File: src/rtl/jtdd_char_romslot_pkg.sv
// ----------------------------------------------------------------------------
// jtdd_char_romslot_pkg
// Shared definitions for the character ROM slot: FSM state encoding and the
// SDRAM handshake data width. The ROM slots for the object and scroll layers
// use the same handshake, so these definitions live here rather than in the
// slot itself.
// ----------------------------------------------------------------------------
package jtdd_char_romslot_pkg;

    // SDRAM handshake widths
    localparam int SDRAM_DW     = 16;   // SDRAM data word width
    localparam int SDRAM_AW_DEF = 22;   // default SDRAM word-address width

    // Fetch FSM states
    typedef enum logic [1:0] {
        ST_IDLE      = 2'd0,
        ST_WAIT_ACK  = 2'd1,
        ST_WAIT_DATA = 2'd2
    } romslot_state_t;

endpackage

File: src/rtl/jtdd_char_romslot.sv
// ----------------------------------------------------------------------------
// jtdd_char_romslot
// ROM-side responder for the character layer's graphics fetch port. Keeps a
// single 16-bit word cache tagged by the client word address. Hits are answered
// combinationally in the same cycle; misses start a req/ack/data_rdy fetch from
// the SDRAM controller. At most one fetch is outstanding, and a fetch is never
// aborted: if the client moves on, the fetch still fills the cache and IDLE
// re-evaluates the new address afterwards.
//
// Ports
//   clk         system clock
//   rst_n       asynchronous reset, active low
//   addr        client byte address
//   addr_ok     client address valid
//   dout        selected byte of the cached word
//   data_ok     dout is valid for the current addr (cache hit)
//   sdram_addr  registered SDRAM word address (OFFSET + word address, wraps)
//   sdram_req   fetch request level, held until sdram_ack
//   sdram_ack   one-cycle pulse: request accepted
//   data_rdy    one-cycle pulse: data_read valid
//   data_read   SDRAM data word
// ----------------------------------------------------------------------------
module jtdd_char_romslot
    import jtdd_char_romslot_pkg::*;
#(
    parameter int             AW     = 15,
    parameter int             SDW    = SDRAM_AW_DEF,
    parameter logic [SDW-1:0] OFFSET = '0
) (
    input  logic                clk,
    input  logic                rst_n,
    input  logic [AW-1:0]       addr,
    input  logic                addr_ok,
    output logic [7:0]          dout,
    output logic                data_ok,
    output logic [SDW-1:0]      sdram_addr,
    output logic                sdram_req,
    input  logic                sdram_ack,
    input  logic                data_rdy,
    input  logic [SDRAM_DW-1:0] data_read
);

    localparam int TW = AW - 1;     // word-address (tag) width

    romslot_state_t      state_q;
    logic [TW-1:0]       req_tag_q;
    logic [TW-1:0]       tag_q;
    logic                valid_q;
    logic [SDRAM_DW-1:0] cache_q;
    logic [SDW-1:0]      sdram_addr_q;
    logic                sdram_req_q;

    logic [TW-1:0]       addr_tag;
    logic                hit;
    logic [SDW-1:0]      sdram_addr_d;

    assign addr_tag = addr[AW-1:1];
    assign hit      = valid_q && (tag_q == addr_tag) && addr_ok;

    // Region base plus word address; the sum is truncated to SDW bits so an
    // offset near the top of the address space wraps around silently.
    assign sdram_addr_d = OFFSET + SDW'(addr_tag);

    // Hit path is purely combinational from the cache registers.
    assign data_ok    = hit;
    assign dout       = addr[0] ? cache_q[15:8] : cache_q[7:0];
    assign sdram_addr = sdram_addr_q;
    assign sdram_req  = sdram_req_q;

    always_ff @(posedge clk or negedge rst_n) begin
        if (!rst_n) begin
            state_q      <= ST_IDLE;
            req_tag_q    <= '0;
            tag_q        <= '0;
            valid_q      <= 1'b0;
            cache_q      <= '0;
            sdram_addr_q <= '0;
            sdram_req_q  <= 1'b0;
        end else begin
            case (state_q)
                // ack/data_rdy are deliberately ignored here so stray pulses
                // (e.g. from a request withdrawn by reset) cannot fill the cache.
                ST_IDLE: begin
                    if (addr_ok && !hit) begin
                        req_tag_q    <= addr_tag;
                        sdram_addr_q <= sdram_addr_d;
                        sdram_req_q  <= 1'b1;
                        state_q      <= ST_WAIT_ACK;
                    end
                end
                ST_WAIT_ACK: begin
                    if (sdram_ack) begin
                        sdram_req_q <= 1'b0;
                        if (data_rdy) begin
                            // Controller delivered data with the ack: fill now.
                            cache_q <= data_read;
                            tag_q   <= req_tag_q;
                            valid_q <= 1'b1;
                            state_q <= ST_IDLE;
                        end else begin
                            state_q <= ST_WAIT_DATA;
                        end
                    end
                end
                ST_WAIT_DATA: begin
                    if (data_rdy) begin
                        cache_q <= data_read;
                        tag_q   <= req_tag_q;
                        valid_q <= 1'b1;
                        state_q <= ST_IDLE;
                    end
                end
                default: begin
                    sdram_req_q <= 1'b0;
                    state_q     <= ST_IDLE;
                end
            endcase
        end
    end

endmodule
File: config.mk
export PLATFORM = sky130hd
export DESIGN_NAME = jtdd_char_romslot
export DESIGN_NICKNAME = d
export VERILOG_FILES = /design/src/rtl/jtdd_char_romslot_pkg.sv /design/src/rtl/jtdd_char_romslot.sv
export SDC_FILE = /design/constraint.sdc
export NUM_CORES = 1
export LEC_CHECK = 0
export BUFFER_PORTS_ARGS = -buffer_cell sky130_fd_sc_hd__buf_2
export CORE_ASPECT_RATIO = 2
export CORE_MARGIN = 2
export CORE_UTILIZATION = 54
export DETAILED_ROUTE_END_ITERATION = 7
export GPL_TIMING_DRIVEN = 0
export PLACE_DENSITY = 0.84
export SLEW_MARGIN = 20
export SYNTH_ARGS = -nofsm -noshare
export SYNTH_HDL_FRONTEND = slang
export SYNTH_SLANG_ARGS = --single-unit
File: constraint.sdc
create_clock -name clk -period 4.35 [get_ports clk]
set_input_delay 0.2175 -clock clk [delete_from_list [all_inputs] [get_ports clk]]
set_output_delay 0.2175 -clock clk [all_outputs]
set_load 0.005 [all_outputs]
==> results.txt <==
----------------------------------------------------
[Die]
  Area of the die ... 0.00455 mm2
  Number of top-level pins ... 68
  Die outline width ... just under 50 um
  Chip height ... 93.4 um
  Initial core utilization ... 0.561
  Core Rows ... 32
  Core area ... 0.00384 mm2

[Pwr]
  Sw frac ... 0.283
  Fraction of power consumed by sequential logic ... 0.491
  Leakage power ... 1.24 nW
  Cell Pwr Density ... 593 mW/mm2
  Worst VDD drop ... 0.000371 V
  Cell internal pwr ... 1.13 mW
  P_sw ... 0.443 mW
  Relative contribution of the clock network to total power ... 0.170
  Gate power share ... 0.339

[CTS]
  Clock sinks ... 48
  H-tree depth reported by CTS ... 2
  CTS tree ... built
  Clock buffer count from CTS ... 5
  Resized Gates After CTS ... 0
  Clock tree buffer depth ... 2
  Buffer type at the clock tree root ... sky130_fd_sc_hd__clkbuf_8
  Clock latency at the later pin of the worst-skew pair ... 290 ps
  Buffer count from post-CTS setup fixing ... 0
  Clock edge transition at the registers on the reported setup and hold paths ... roughly 80 ps

[Synth]
  FFs w/ async S/R, synth ... 1.00
  Number of instances in the synthesized netlist ... 144
  Number of synthesized flops with an enable pin ... 0
  Synthesized flop and latch total ... 48
  Most used DFF post-synth ... sky130_fd_sc_hd__dfrtp_1
  Number of warning messages in the yosys log ... 0
  Library cells used by synthesis ... 21
  Post-Syn Area per Cell ... 15.0 um2
  Netlist area before placement ... 0.00216 mm2
  Part of the Yosys area used for sequential elements ... 0.557

[Placement]
  Placer's final routability congestion estimate ... 0.667
  HPWL after DPL ... 2960 um
  Count of port buffers added during placement ... 58

[Detailed routing]
  Vias per cell ... 5.00
  Vias after detailed routing ... 1,344
  Violation count after the first detailed-routing iteration ... 5
  Antenna-violating nets left ... 0
  Total length of routed wires ... roughly 3900 um
  1st-pass router iterations ... 4
  Detailed-route wire length per cell ... ~14 um
  Count of unresolved DRC violations after routing ... 0

[Setup path]
  Critical path arrival ... approximately 1800 ps
  Largest fanout of any net on the critical path ... 2
  Endpoint kind of the worst setup timing path ... primary output
  Ordered cell list for the critical path ... xnor2_1, nand4_1, nor4_2, and2_2, buf_2
  Biggest cell delay along the critical path ... 470 ps
  Critical path start-end classification ... reg2out
  Crit path max-delay cell type ... sky130_fd_sc_hd__nor4_2
  CP required ... 4130 ps
  Nature of the critical path startpoint ... flop

[Cells and area]
  Number of nets at the end of the flow ... 253
  Most frequent standard cell in the layout excluding fill and tap cells ... sky130_fd_sc_hd__buf_2
  Most frequent cells in the layout ... 60 x sky130_fd_sc_hd__buf_2, 48 x sky130_fd_sc_hd__dfrtp_1, 44 x sky130_fd_sc_hd__mux2_2
  Number of diodes added for antenna fixing ... 0
  Fraction of final layout cells sized beyond drive strength 1 ... 0.615
  Final core occ ... 0.688
  Growth of design area from synthesis to finish ... 22.6%

[Job]
  Number of maximum-capacitance constraint violations ... 0

[Run status]
  Status ... completed

[GRT]
  Global routing usage on met1 ... 0.211
  Total congestion overflow after global routing ... 0
  Routing layer with the top usage in global route ... met2
  Global-route met2 utilization ... 0.350
  Global Route met3 Usage ... 0.0431
  Number of global-route vias before repair ... 1,469
  First-pass GRT wire length ... 6620 um
  Largest net degree at the start of global routing ... 49
  GRT Resource Usage Total ... 0.189
  Antenna violations before repair ... 0

[STA]
  Remaining max-slew budget at the tightest pin ... 0.583
  Maximum frequency from static timing analysis ... 0.494 GHz
  Minimum period implied by the final worst setup slack ... 2030 ps
  Unrepaired setup endpoints after global routing ... false
  Actual transition at the worst max-transition pin ... about 620 ps
  Final worst clock skew ... approximately 8 ps
  Final setup vio count ... 0
  Hold violation count in the final report ... 0
  Setup tns final ... 0 ps
  Share of the clock period used by the worst path after layout ... 0.466
  Final-report max-slew violation count ... 0

[Worst hold path]
  Worst min path class ... in2reg

----------------------------------------------------
[cell type report]
cell class	count	area, um2
Buffer	13	90.1
Clock buffer	7	86.3
Clock inverter	1	7.51
Fill cell	297	1200
Multi-Input combinational cell	90	892
Sequential cell	48	1200
Tap cell	51	63.8
Timing Repair Buffer	59	303
[logic make-up (layout without fill, tap and decap cells)]
logic type / count (synthesis) / after routing / share of synthesized area
XOR/XNOR: 14 / 14 / 0.0568
AND/OR/NAND/NOR: 12 / 12 / 0.0423
other: 1 / 8 / 0.00174
buffers and inverters: 13 / 80 / 0.0418
AO/OA/AOI/OAI: 3 / 3 / 0.0104
flip-flops: 48 / 48 / 0.557
multiplexers: 53 / 53 / 0.290
[worst paths after layout]
kind,cells past startpoint,endpoint,slack (ps),from
max,5,data_ok,2320,tag_q[5]$_DFFE_PN0P_
min,2,state_q[1]$_DFFE_PN0P_,80,data_rdy
max reg2reg,6,req_tag_q[9]$_DFFE_PN0P_,2350,tag_q[5]$_DFFE_PN0P_
min reg2reg,1,valid_q$_DFFE_PN0P_,480,valid_q$_DFFE_PN0P_
max in group asynchronous,2,cache_q[0]$_DFFE_PN0P_,3470,rst_n
min in group asynchronous,2,tag_q[4]$_DFFE_PN0P_,480,rst_n
[registers in the layout, indices dropped and copies added (netlist names)]
| register | count |
|---|---|
| tag_q | 14 |
| req_tag_q | 14 |
| sdram_req | 1 |
| cache_q | 16 |
| state_q | 2 |
| valid_q | 1 |
[worst max-delay path, delay by kind of cell (launching register included)]
kind | cells | cell delay [ps]
DFF | 1 | 400
and+or+nand+nor | 3 | 840
xor gates and xnor gates | 1 | 170
buffers and inverters | 1 | 100
[layer usage]
layer | share of wire | vias up | routed length [um]
li1 | - | 630 | -
met1 | 0.37 | 661 | 1440
met2 | 0.57 | 49 | 2210
met3 | 0.055 | 4 | 214
met4 | 0.0080 | 0 | 31
met5 | 0 | - | 0
[power by group through the flow]
stage / clock (mW) / sequential [mW] / combinational (mW)
after floorplan: 0 / 0.756 / 0.370
after global placement: 0 / 0.767 / 0.523
after detailed placement: 0 / 0.781 / 0.536
after CTS: 0.277 / 0.773 / 0.540
after global routing: 0.294 / 0.801 / 0.581
final: 0.267 / 0.771 / 0.532
[cell usage after synthesis, drive strengths merged (2+ instances only)]
library cell  instances  share of area
a21o                  2         0.0081
buf                  12          0.040
dfrtp                48           0.56
mux2                 52           0.29
nand2                 2         0.0035
nand4                 3         0.0087
xnor2                14          0.057
[through the flow]
step | instances | area (um2) | total power, mW | setup WS (ps) | hold slack [ps]
3_5_place_dp | 260 | 2540 | 1.32 | 2330 | 388
6_report | 269 | 2640 | 1.57 | 2320 | 79.3
5_1_grt | 269 | 2640 | 1.68 | 2180 | 70.6
4_1_cts | 268 | 2630 | 1.59 | 2270 | 69.9
3_3_place_gp | 260 | 2540 | 1.29 | 2330 | 386
2_1_floorplan | 151 | 2180 | 1.13 | 2670 | -78.1
[repair_timing]
action,4_1_cts,5_1_grt
endpoints found under the setup margin,0,0
hold buffers,0,1
hold endpoints to repair,0,43
(Power assumes the default switching activity.)
